File: src/rtl/branch_sequencer.sv
// rtl/branch_sequencer.sv - branch target sequencer: sign-extend, target calc, PC load, link write, flush.
// A taken branch walks EXT -> CALC -> LOAD -> FLUSH; a not-taken branch is absorbed in IDLE.
module branch_sequencer #(
  parameter int unsigned FLUSH_CYCLES = 2
) (
  input  logic        clk,
  input  logic        rst_n,
  input  logic        br_valid,
  output logic        br_ready,
  input  logic [23:0] br_imm24,
  input  logic [31:0] br_pc,
  input  logic        br_link,
  input  logic        br_cond_pass,
  output logic [23:0] ext_imm24,
  input  logic [31:0] ext_imm32,
  output logic        pc_load,
  output logic [31:0] pc_target,
  output logic        lr_we,
  output logic [31:0] lr_data,
  output logic        flush,
  output logic        busy
);

  typedef enum logic [2:0] {
    S_IDLE,
    S_EXT,
    S_CALC,
    S_LOAD,
    S_FLUSH
  } state_t;

  localparam logic [3:0] CntLast = 4'(FLUSH_CYCLES - 1);

  state_t      state_q, state_d;
  logic [23:0] imm_q, imm_d;
  logic [31:0] pc_q, pc_d;
  logic        link_q, link_d;
  logic [31:0] ext_q, ext_d;
  logic [31:0] target_q, target_d;
  logic [31:0] lr_q, lr_d;
  logic [3:0]  cnt_q, cnt_d;

  always_ff @(posedge clk or negedge rst_n) begin
    if (!rst_n) begin
      state_q  <= S_IDLE;
      imm_q    <= '0;
      pc_q     <= '0;
      link_q   <= 1'b0;
      ext_q    <= '0;
      target_q <= '0;
      lr_q     <= '0;
      cnt_q    <= '0;
    end else begin
      state_q  <= state_d;
      imm_q    <= imm_d;
      pc_q     <= pc_d;
      link_q   <= link_d;
      ext_q    <= ext_d;
      target_q <= target_d;
      lr_q     <= lr_d;
      cnt_q    <= cnt_d;
    end
  end

  always_comb begin
    state_d  = state_q;
    imm_d    = imm_q;
    pc_d     = pc_q;
    link_d   = link_q;
    ext_d    = ext_q;
    target_d = target_q;
    lr_d     = lr_q;
    cnt_d    = cnt_q;
    case (state_q)
      S_IDLE: begin
        if (br_valid) begin
          imm_d  = br_imm24;
          pc_d   = br_pc;
          link_d = br_link;
          if (br_cond_pass) state_d = S_EXT;
        end
      end
      S_EXT: begin
        ext_d   = ext_imm32;
        state_d = S_CALC;
      end
      S_CALC: begin
        // Offset is in words; the +8 models the two-instruction prefetch.
        target_d = pc_q + 32'd8 + (ext_q << 2);
        if (link_q) lr_d = pc_q + 32'd4;
        state_d = S_LOAD;
      end
      S_LOAD: begin
        cnt_d   = '0;
        state_d = S_FLUSH;
      end
      S_FLUSH: begin
        if (cnt_q == CntLast) begin
          cnt_d   = '0;
          state_d = S_IDLE;
        end else begin
          cnt_d = cnt_q + 4'd1;
        end
      end
      default: state_d = S_IDLE;
    endcase
  end

  // Kept outside the next-state block so the external extender path is not a loop.
  assign ext_imm24 = (state_q == S_EXT) ? imm_q : 24'd0;
  assign br_ready  = (state_q == S_IDLE);
  assign busy      = (state_q != S_IDLE);
  assign pc_load   = (state_q == S_LOAD);
  assign lr_we     = (state_q == S_LOAD) && link_q;
  assign flush     = (state_q == S_FLUSH);
  assign pc_target = target_q;
  assign lr_data   = lr_q;

endmodule

File: config.mk
export PLATFORM = sky130hd
export DESIGN_NAME = branch_sequencer
export DESIGN_NICKNAME = d
export VERILOG_FILES = /design/src/rtl/branch_sequencer.sv
export SDC_FILE = /design/constraint.sdc
export NUM_CORES = 1
export LEC_CHECK = 0
export ABC_AREA = 1
export CAP_MARGIN = 20
export CORE_AREA = 3 3 165 167
export CTS_CLUSTER_DIAMETER = 150
export DETAILED_ROUTE_END_ITERATION = 8
export DIE_AREA = 0 0 168 170
export PLACE_DENSITY_LB_ADDON = 0.15
export SYNTH_ARGS = -nofsm -noshare
export SYNTH_HDL_FRONTEND = slang
export SYNTH_SLANG_ARGS = --single-unit
File: constraint.sdc
create_clock -name clk -period 2.7 [get_ports clk]
set_clock_uncertainty 0.15 [all_clocks]
set_input_delay 0.405 -clock clk [delete_from_list [all_inputs] [get_ports clk]]
set_output_delay 0.405 -clock clk [all_outputs]
set_load 0.02 [all_outputs]
# Yosys cells after proc, flatten, opt, wreduce, memory -nomap -nowiden
# Cells that the tools add are included.
# word_totals
register_bits	158
latchBits	0
ramBits	0
romBits	0
in_bits	93
mem_count	0
# op_classes
n_addsub	4
multipliers	0
div_mod_pow	0
magnitude_cmp	0
eq_ne	8
shifts	0
n_mux	7
n_bitwise	0
reduce_logical	7
# op_table
cell	count
adder 32 x 3 -> 32 bit (second input constant)	1
adder 32 bit	1
adder 32 x 4 -> 32 bit (second input constant)	1
two-way mux 24 bit	1
one-hot mux 3 bit (5 select lines)	1
two-way mux 3 bit	3
one-hot mux 4 bit (2 select lines)	1
equality test 3 x 2 -> 1 bit (second input constant)	2
adder 4 x 1 -> 4 bit (second input constant)	1
equality test 4 x 1 -> 1 bit (second input constant)	1
two-way mux 4 bit	1
inequality test 2 x 1 -> 1 bit (second input constant)	2
AND reduction 2 bit	2
equality test 3 x 1 -> 1 bit (second input constant)	1
equality test 3 bit (second input constant)	1
zero test 3 bit	1
AND reduction 3 bit	1
nonzero test 3 bit	1
inequality test 2 bit (second input constant)	1
nonzero test 2 bit	1
logical AND 1 bit	1

# Longest topological paths before layout
# Gate-level depths: netlist of the first run.
# logic_depth
word_depth	3
ltp_mapped	15
ltp_nobuf	15

# Least setup slack after synthesis of the first run
# No wires, ideal clock.
# synth_timing
path_type	flip-flop to flip-flop
start	reg pc_q[3]
end	reg target_q[31] (netlist: pc_target[31])
setup_ns	0.118
arrival_time_ns	2.065
required_ns	2.432
path_slack_ns	0.367
path_stages_with_launch	14
path_buffers	0
synth_period_minus_slack_ns	2.333
path_cell_list	dfrtp_1 inv_1 ha_1 inv_1 ha_1 fa_1 nand3_1 nand3_1 nand3_1 nand3b_1 nand2_1 nand3_1 nand3_1 nand2_1
# synth_via
elab_chain_len	2
# synth_lines
item	line_no	text
start: declaration	36	logic [31:0] pc_q, pc_d;
start signal: assignment	56	pc_q <= pc_d;
adder 32 x 4 -> 32 bit	89	target_d = pc_q + 32'd8 + (ext_q << 2);
adder 32 bit	89	
end signal: assignment	59	target_q <= target_d;
end: declaration	39	logic [31:0] target_q, target_d;
# No other way between the ends.
# A chain may end at the register's enable or synchronous reset.

# Worst setup path after layout of the first run
# layout_timing
start	reg state_q[1]
end	out ext_imm24[5]
# layout_via
elab_chain_len	2
# layout_lines
item	line_no	text
start: declaration	34	state_t state_q, state_d;
start signal: assignment	54	state_q <= state_d;
equality test 3 x 1 -> 1 bit	110	assign ext_imm24 = (state_q == S_EXT) ? imm_q : 24'd0;
two-way mux 24 bit	110	
end: declaration	14	output logic [23:0] ext_imm24,
# No other way between the ends.

==> metrics, run 1 <==
antenna viol nets, final=0; Initial Util=35.7%; Worst-path clk slew=0.08 ns; Max VDD drop=992 uV; dpl cell area=11600 sq um; Nets=1542; Setup Crit Path Kind=flop to output pin; Clock power frac=13.3%; final wirelength=26.8 mm; Crit Path Max Fanout=24; global route overflow=0; gr usage total=18.7%; Power, Total=0.0192 W; internal power=0.00987 W; Vias/cell=4.66; final period demand of the worst path=2.60 ns; first-pass GRT wire length=42.5 mm; Post-DP HPWL=20.8 mm; sequential cell area fraction in the yosys report=42.7%; Clock Root Buffer=clkbuf_16; CTS buffer count=17; RSZ-0062 raised after global routing=yes; Startpoint Class=flop; cell area after layout=12200 sq um; fraction of power spent switching nets=48.7%; chip width=168 um; Worst Path Arrival=2.04 ns; Cell Chain, Critical Path=inv_1, nand3_2, buf_4, nor2_1, clkdlybuf4s50_1; DP Worst Slack=0.0653 ns; Ant. Diodes=0; max-slew violation count=0; Worst Path Required=2.14 ns; Die Ht=170 um; distinct cell type count after synthesis=34; CTS tree=done; GPL Wtd Cong=0.901; Mapped Area=9250 sq um; Core Footprint=25900 sq um; Psw=0.00936 W; synth warn=0; initial drt markers=528; vias in the first global route=7836; H-tree depth=4; syn_area_per_cell=7.77 sq um; layout cells sized above 1=8.28%; drt wl/cell=15.4 um; Final Hold Slack=0.309 ns; Fmax achieved=385 MHz; power share of the combinational group=63.9%; Max Buffers Root-to-Sink=2; Area growth, synth to finish=32.2%; pwr dens=1570 nW/um^2; total number of vias=8093; status=complete, no violations; Clock Latency Late Sink=0.43 ns; clk sinks=158; CP delay by family, top=buffers and inverters; DRT Pass-1 Iters=5; Final period util=96.3%; largest net degree at the start of global routing=60; endpoints failing hold=0; IO Pins=186; CP max stage delay=0.64 ns; Reg power frac=22.8%; die area=28600 sq um; slew margin rel.=54.0%; DRC=0; max_cap viols=0; Slowest-stage cell, CP=clkdlybuf4s50_1; Setup Viol. Count Final=0; CP endpoint kind=output pin; IO Port Bufs=183; row count=59; Slew @ Worst Pin=0.690 ns; hold crit path type=primary input to async pin; initial antenna violation count=3; Leakage=6.27 nW; Yosys reg bits=158; WP buf/inv=3; Gate Count Post-Synth=1190; Syn Nets=1344; final worst slack=0.101 ns
-- kinds of logic after synthesis --
| kind of cell | share of synthesized area [%] |
|---|---|
| adder cells (fa/ha/maj) | 8.33 |
| AO/OA/AOI/OAI | 6.61 |
| buffers and inverters | 7.99 |
| flip-flops | 42.7 |
| multiplexers | 4.75 |
| AND/OR/NAND/NOR | 26.4 |
| XOR/XNOR | 3.12 |
-- through the flow --
step,std cells,TNS (ns),util [%]
6_report,1736,0,47.2
5_1_grt,1736,-0.0346,47.2
4_1_cts,1735,0,47.1
3_5_place_dp,1702,0,44.7
3_3_place_gp,1702,0,44.7
2_1_floorplan,1190,0,-
-- timing repair --
item / 4_1_cts / 5_1_grt
endpoints found under the hold margin: 41 / 0
hold buffers: 1 / 0
pin swaps: 0 / 1
setup endpoints to repair: 1 / 15
gates resized for setup: 1 / 9
setup buffers: 0 / 1
-- final cells by class --
type | instances | area, sq um
fill | 2613 | 13700
multi-input combinational | 844 | 4580
sequential | 158 | 3950
timing repair buffer | 208 | 2060
inverter | 159 | 597
clock buffer | 18 | 439
tap | 335 | 419
clock inverter | 14 | 178
-- cell usage after synthesis, drive strengths merged --
cell,number,area share [%]
or2,1,0.068
inv,159,6.5
o21bai,2,0.16
nand4,11,0.81
nor3,16,0.97
dfrtp,158,43
a31oi,3,0.20
ha,60,8.1
nand3,47,2.7
mux2,39,4.7
and3,1,0.068
xnor2,15,1.4
nand2,358,15
buf,19,1.1
a21oi,72,3.9
o31ai,1,0.081
nand3b,10,0.81
nor2,147,6.3
nor3b,1,0.081
o21ai,38,2.1
a21o,1,0.081
xor2,18,1.7
o22ai,2,0.14
fa,1,0.22
clkbuf,10,0.41
-- layout by cell type, fill, tap and decap left out, types with 4 or more instances in the layout --
master,n
buf_4,22
inv_1,157
nand3_1,43
nor2_1,140
mux2_2,39
nand3b_1,10
ha_1,60
xor2_1,18
a21oi_1,72
xnor2_1,15
o21ai_0,38
nor3_1,14
nand4_1,10
nand2_1,354
inv_8,4
clkbuf_16,17
nor2_2,4
clkdlybuf4s50_1,174
dfrtp_1,158
dlymetal6s2s_1,7
-- flip-flops by register name (all words and copies together), names as in the netlist --
signal and flops:
link_q 1, pc_target 32, imm_q 24, lr_data 32
pc_q 32, state_q 3, cnt_q 4, ext_q 30
-- final timing paths --
check                           startpoint       endpoint  slack (ns)  depth (start not counted)
worst max-delay path            state_q[1]   ext_imm24[5]        0.10                          5
worst min-delay path                 rst_n  pc_target[30]        0.31                          2
worst max register to register     pc_q[3]  pc_target[31]        0.15                         13
worst min register to register  lr_data[3]     lr_data[3]        0.33                          2
max in group asynchronous            rst_n        pc_q[6]        1.41                          3
min in group clk                lr_data[3]     lr_data[3]        0.33                          2
-- metal layers --
layer,vias to the layer above,global-route usage (%),part of all wire (%)
li1,4140,-,-
met4,6,3.38,0.77
met1,3722,24.7,45
met3,20,5.44,6.8
met5,-,0,0.16
met2,205,31.1,47
-- power by group through the flow --
stage	Sequential (W)	Combinational (W)	Clock (W)
6_report	0.00438	0.0123	0.00256
5_1_grt	0.00454	0.0139	0.00273
4_1_cts	0.00441	0.0124	0.00263
3_5_place_dp	0.00445	0.0123	0
3_3_place_gp	0.00443	0.0123	0
2_1_floorplan	0.00477	0.00782	0
Note: power is estimated with default switching activity, not from simulation.
==> run 2: changes to the inputs <==
--- a/config.mk
+++ b/config.mk
@@ -11,7 +11,9 @@
 export CTS_CLUSTER_DIAMETER = 150
 export DETAILED_ROUTE_END_ITERATION = 8
 export DIE_AREA = 0 0 168 170
+export DONT_BUFFER_PORTS = 1
 export PLACE_DENSITY_LB_ADDON = 0.15
+export REMOVE_ABC_BUFFERS = 1
 export SYNTH_ARGS = -nofsm -noshare
 export SYNTH_HDL_FRONTEND = slang
 export SYNTH_SLANG_ARGS = --single-unit
==> run 2 against run 1 <==
Net effect:
- the run now ends with hold timing left
- design area down 8.9%
- critical path depth up 6
- die area unchanged
- wire length down 3.5%
- first-iteration DRC count is 12% lower
- global-route usage down 0.58 points
- sequential cell count unchanged
- register-to-register slack barely moved
- critical path type is now flop to flop
- highest routed layer is now met4
==> metrics, run 2 (synthesis gave the netlist of run 1 again) <==
Core Footprint=25900 sq um; Util after Layout=43.0%; DRC=0; CTS buffer count=17; H-tree depth=4; final period demand of the worst path=2.54 ns; CP max stage delay=0.45 ns; final wirelength=25.9 mm; DRT Pass-1 Iters=5; max_cap viols=0; Final Hold Slack=-0.480 ns; Post-DP HPWL=19.4 mm; Worst Path Required=2.86 ns; row count=59; met1 GRT Util=26.0%; Setup Crit Path Kind=flop to flop; Vias/cell=4.77; met3 Use GR=4.41%; die area=28600 sq um; chip width=168 um; post-CTS setup buffers=0; RSZ-0062 raised after global routing=no; Die Ht=170 um; first-pass GRT wire length=41.2 mm; Final period util=94.2%; Max Buffers Root-to-Sink=2; drt wl/cell=15.9 um; largest net degree at the start of global routing=159; WP buf/inv=0; Worst Path Arrival=2.71 ns; total number of vias=7785; Crit Path Max Fanout=5; gr usage total=18.1%; status=complete, but fails checks; hold buffer count at CTS=82; CTS tree=done; Area growth, synth to finish=20.4%; Initial Util=35.7%; Startpoint Class=flop; Fmax achieved=393 MHz; Worst-path clk slew=0.07 ns; Cell Chain, Critical Path=ha_1, ha_1, nand2_1, nor2_1, nand3_1, nand3b_1, nand2_1, nand2_1, nand2_1, nand3_1, nand2_1; Setup Viol. Count Final=0; met2 GRT Util=28.2%; hold crit path type=primary input to async pin; clk sinks=158; CP endpoint kind=flop; antenna viol nets, final=0; GPL Wtd Cong=0.864; initial antenna violation count=1; initial drt markers=467; most common library cell in the layout ignoring fill and taps=nand2_1; IO Pins=186; # fillers=2650; Slew @ Worst Pin=0.740 ns; endpoints failing hold=158; slew margin rel.=50.6%; IO Port Bufs=0; busiest grt layer=met2; failing checks=hold timing; vias in the first global route=7588; most frequent cells in the layout=nand2_1 (355), dfrtp_1 (158), inv_1 (157); global route overflow=0; max-slew violation count=0; Clock Latency Late Sink=0.43 ns; CP delay by family, top=simple AND/OR/NAND/NOR gates; Nets=1437; Clock Root Buffer=clkbuf_16; Crit path top cell by count=nand2_1; Slowest-stage cell, CP=dfrtp_1; layout cells sized above 1=8.72%
==> run 2: changes by cell type in the layout (fill, tap and decap cells not counted), sizes merged, moves of 4 or more <==
| cell | delta |
|---|---|
| clkdlybuf4s50 | -174 |
| buf | -4 |
| dlymetal6s2s | -7 |
| dlygate4sd3 | +81 |
==> run 2: what timing repair did <==
item / CTS / global route
hold endpoints to repair: 240 / 158
gates resized for setup: 0 / 3
endpoints found under the setup margin: 0 / 6
==> run 2: routing by layer <==
layer | up-vias | share of wire [%] | routed length (um)
met5 | - | 0 | 0
met2 | 200 | 45 | 11600
met4 | 0 | 0.67 | 174
met3 | 13 | 6.6 | 1700
met1 | 3627 | 48 | 12400
li1 | 3945 | - | -
==> run 2: stage by stage <==
| step | instances | cell area [sq um] | worst slack [ns] | hold WS [ns] | setup TNS [ns] |
|---|---|---|---|---|---|
| floorplan | 1161 | 9110 | -0.418 | -0.0406 | -17.94 |
| global placement | 1517 | 9710 | 0.0982 | -0.0316 | 0 |
| detailed placement | 1517 | 9710 | 0.0890 | -0.0323 | 0 |
| CTS | 1631 | 11100 | 0.0696 | -0.508 | 0 |
| global route | 1632 | 11100 | 0.00180 | -0.510 | 0 |
| finish | 1632 | 11100 | 0.156 | -0.480 | 0 |
==> run 2: path summary, 6_finish.rpt <==
path | from | endpoint | slack [ns] | depth (start not counted)
max reg2reg | pc_q[9] | pc_target[29] | 0.16 | 11
max | pc_q[9] | pc_target[29] | 0.16 | 11
min in group clk | br_pc[11] | pc_q[11] | 0.03 | 2
max in group asynchronous | rst_n | ext_q[26] | 2.50 | 0
min | rst_n | pc_target[8] | -0.48 | 0
min reg2reg | ext_q[13] | ext_q[13] | 0.36 | 1
==> run 2: cell type report <==
cell class / count / area (sq um) / area share, %
multi-input cells: 844 / 4580 / 41.1
flip-flops and latches: 158 / 3950 / 35.5
repair buffers: 103 / 991 / 8.90
inverters: 159 / 597 / 5.36
clock buffers: 18 / 439 / 3.94
well taps: 335 / 419 / 3.76
clock inverters: 14 / 153 / 1.37
diodes: 1 / 2.50 / 0.0225
Power of run 2 is left out: the tool's default activity adds up to more than one toggle a clock period on the data nets, which glitch-free logic cannot reach.
==> run 3: changes to the inputs <==
--- a/config.mk
+++ b/config.mk
@@ -5,12 +5,12 @@
 export SDC_FILE = /design/constraint.sdc
 export NUM_CORES = 1
 export LEC_CHECK = 0
-export ABC_AREA = 1
+export ABC_AREA = 0
 export CAP_MARGIN = 20
-export CORE_AREA = 3 3 165 167
+export CORE_AREA = 8 8 155 157
 export CTS_CLUSTER_DIAMETER = 150
 export DETAILED_ROUTE_END_ITERATION = 8
-export DIE_AREA = 0 0 168 170
+export DIE_AREA = 0 0 163 165
 export DONT_BUFFER_PORTS = 1
 export PLACE_DENSITY_LB_ADDON = 0.15
 export REMOVE_ABC_BUFFERS = 1
==> run 3 against run 2 <==
Net effect:
- the run ends with hold timing, setup timing left
- core utilization increased by 9.1 points
- sequential share of layout area decreased by 0.19 points
- clock-buffer cell count decreased by 1
- register-to-register slack got worse by 0.37 ns
- design area increased by 0.54%
- global-route usage decreased by 0.38 points
- synthesized area decreased by 7.9%
==> metrics, run 3 <==
Leakage=4.98 nW; hold buffer count at CTS=87; Ant. Diodes=0; initial antenna violation count=2; gr usage total=17.7%; Fmax achieved=343 MHz; final worst slack=-0.212 ns; Worst Path Arrival=3.12 ns; worst r2r path cells=14; row count=54; WP buf/inv=4; failing checks=hold timing, setup timing; pwr dens=1640 nW/um^2; vias in the first global route=7056; crit path from=pc_q[3]; Slowest-stage cell, CP=or4_1; chip width=163 um; main area contributors after synthesis=dfrtp_1 (46%), mux2_2 (11%), ha_1 (8.8%), nand2_1 (5.0%), o21ai_0 (3.9%); Setup Viol. Count Final=18; CTS tree=done; Setup TNS=-1.52 ns; hold crit path type=primary input to async pin; Initial Util=39.6%; FF-to-FF setup slack=-0.21 ns; CP endpoint kind=flop; IO Pins=186; most frequent cells in the layout=dfrtp_1 (158), nand2_1 (112), buf_4 (96); layout cells sized above 1=27.2%; first-pass GRT wire length=37.6 mm; Gate Count Post-Synth=808; GPL Wtd Cong=0.850; status=complete, but fails checks; CP max stage delay=0.42 ns; drt wl/cell=18.5 um; clk sinks=158; max_cap viols=0; CTS buffer count=17; most numerous cell in the Yosys netlist=dfrtp_1; Max Buffers Root-to-Sink=2; Synth Flop Type=dfrtp_1; FF-to-FF Start=pc_q[3]; Clock Latency Late Sink=0.42 ns; met2 GRT Util=29.3%; Post-DP HPWL=16.8 mm; Final Hold Slack=-0.475 ns; met1 GRT Util=22.3%; share of the synthesized area in the top cell type=46.4%; reg2reg end=pc_target[25]; # fillers=1929; antenna viol nets, final=0; global route overflow=0; DP Worst Slack=-0.423 ns; final wirelength=23.4 mm; Cell Chain, Critical Path=inv_2, ha_4, inv_2, ha_4, fa_2, a211oi_4, buf_4, buf_6, nor3_4, nor2_4, o31ai_4, a32oi_1, or4_1, nand3_1; distinct cell type count after synthesis=62; Core Footprint=21500 sq um; Slew @ Worst Pin=0.978 ns; max-slew violation count=0; Worst Path Required=2.91 ns; Vias/cell=5.13; async set-reset flop share out of synthesis=100%; initial drt markers=264; Mapped Area=8520 sq um; slew margin rel.=34.5%; RSZ-0062 raised after global routing=yes; cell area after layout=11200 sq um; die area=26900 sq um; Clock Root Buffer=clkbuf_16; dpl cell area=9410 sq um; Worst-path clk slew=0.07 ns; syn_area_per_cell=10.5 sq um; most common library cell in the layout ignoring fill and taps=dfrtp_1; final period demand of the worst path=2.91 ns; Final period util=108%; Startpoint Class=flop; Setup Crit Path Kind=flop to flop; Yosys reg bits=158; Max VDD drop=1110 uV; largest net degree at the start of global routing=159; sequential cell area fraction in the yosys report=46.4%; DRC=0; Die Ht=165 um; Area growth, synth to finish=31.5%; H-tree depth=4; CP endpoint=pc_target[25]; total number of vias=6507; largest area contributor in the netlist=dfrtp_1; number of flops mapped to enable cells by yosys=0; synth warn=0; CP delay by family, top=simple AND/OR/NAND/NOR gates; CP Depth=14; met3 Use GR=4.66%; Nets=1130; IO Port Bufs=0; Synth top cells by count=dfrtp_1 (158), nand2_1 (114), mux2_2 (84); Util after Layout=52.1%; endpoints failing hold=158; Crit Path Max Fanout=3; Power, Total=0.0183 W; DRT Pass-1 Iters=4; busiest grt layer=met2
-- run 3: changes by cell type after synthesis, moves of 21 or more --
cell / previous run / this run
and2_1: 0 / 30
mux2_2: 39 / 84
nand2_1: 356 / 114
o21ai_0: 38 / 67
inv_1: 157 / 11
nor2_1: 140 / 24
a21oi_1: 72 / 29
nand3_1: 45 / 24
-- run 3: worst reg2reg max path: stages, from the launching register on --
cell	delay, ns
dfrtp_1	0.39
inv_2	0.09
ha_4	0.20
inv_2	0.06
ha_4	0.13
fa_2	0.24
a211oi_4	0.09
buf_4	0.14
buf_6	0.11
nor3_4	0.20
nor2_4	0.06
o31ai_4	0.30
a32oi_1	0.17
or4_1	0.42
nand3_1	0.09
-- run 3: kinds of logic after synthesis --
group	share of synthesized area, %
buffers and inverters	2.54
multiplexers	11.2
AO/OA/AOI/OAI	11.1
AND/OR/NAND/NOR	14.8
adder cells (fa/ha/maj)	9.05
flip-flops	46.4
XOR/XNOR	4.83
-- run 3: area by class of cell --
type	instances	area [sq um]	area share, %
tap	280	350	3.13
sequential	158	3950	35.3
clock buffer	17	425	3.80
clock inverter	14	160	1.43
inverter	11	41.3	0.369
multi-input combinational	601	4620	41.3
timing repair buffer	187	1650	14.7
-- run 3: worst min-delay path by stage --
| stage | start | to |
|---|---|---|
| finish | rst_n | pc_target[3] |
| detailed placement | rst_n | pc_target[3] |
| global placement | rst_n | pc_target[3] |
| floorplan | rst_n | cnt_q[0] |
| global route | rst_n | pc_target[3] |
| CTS | rst_n | pc_target[3] |
-- run 3: per-layer routing --
layer / up-vias / share of wire [%]
li1: 3193 / -
met1: 3141 / 44
met2: 138 / 48
met3: 31 / 5.0
met4: 4 / 1.9
met5: - / 0.10
-- run 3: where the power goes --
part,total [W],internal (W),switching (W)
sequential,0.00499,0.00355,0.00144
clock,0.00243,0.00138,0.00105
combinational,0.0109,0.00537,0.00556
-- run 3: metrics by stage --
step / cells / hold slack [ns]
6_report: 1268 / -0.475
5_1_grt: 1268 / -0.506
4_1_cts: 1265 / -0.500
3_5_place_dp: 1143 / -0.0353
3_3_place_gp: 1143 / -0.0348
2_1_floorplan: 770 / -0.0406
-- run 3: what timing repair did --
action | 4_1_cts | 5_1_grt
buffers inserted | 5 | 4
setup endpoints to repair | 16 | 21
gates resized for setup | 37 | 21
pin swaps | 21 | 28
hold endpoints to repair | 245 | 158
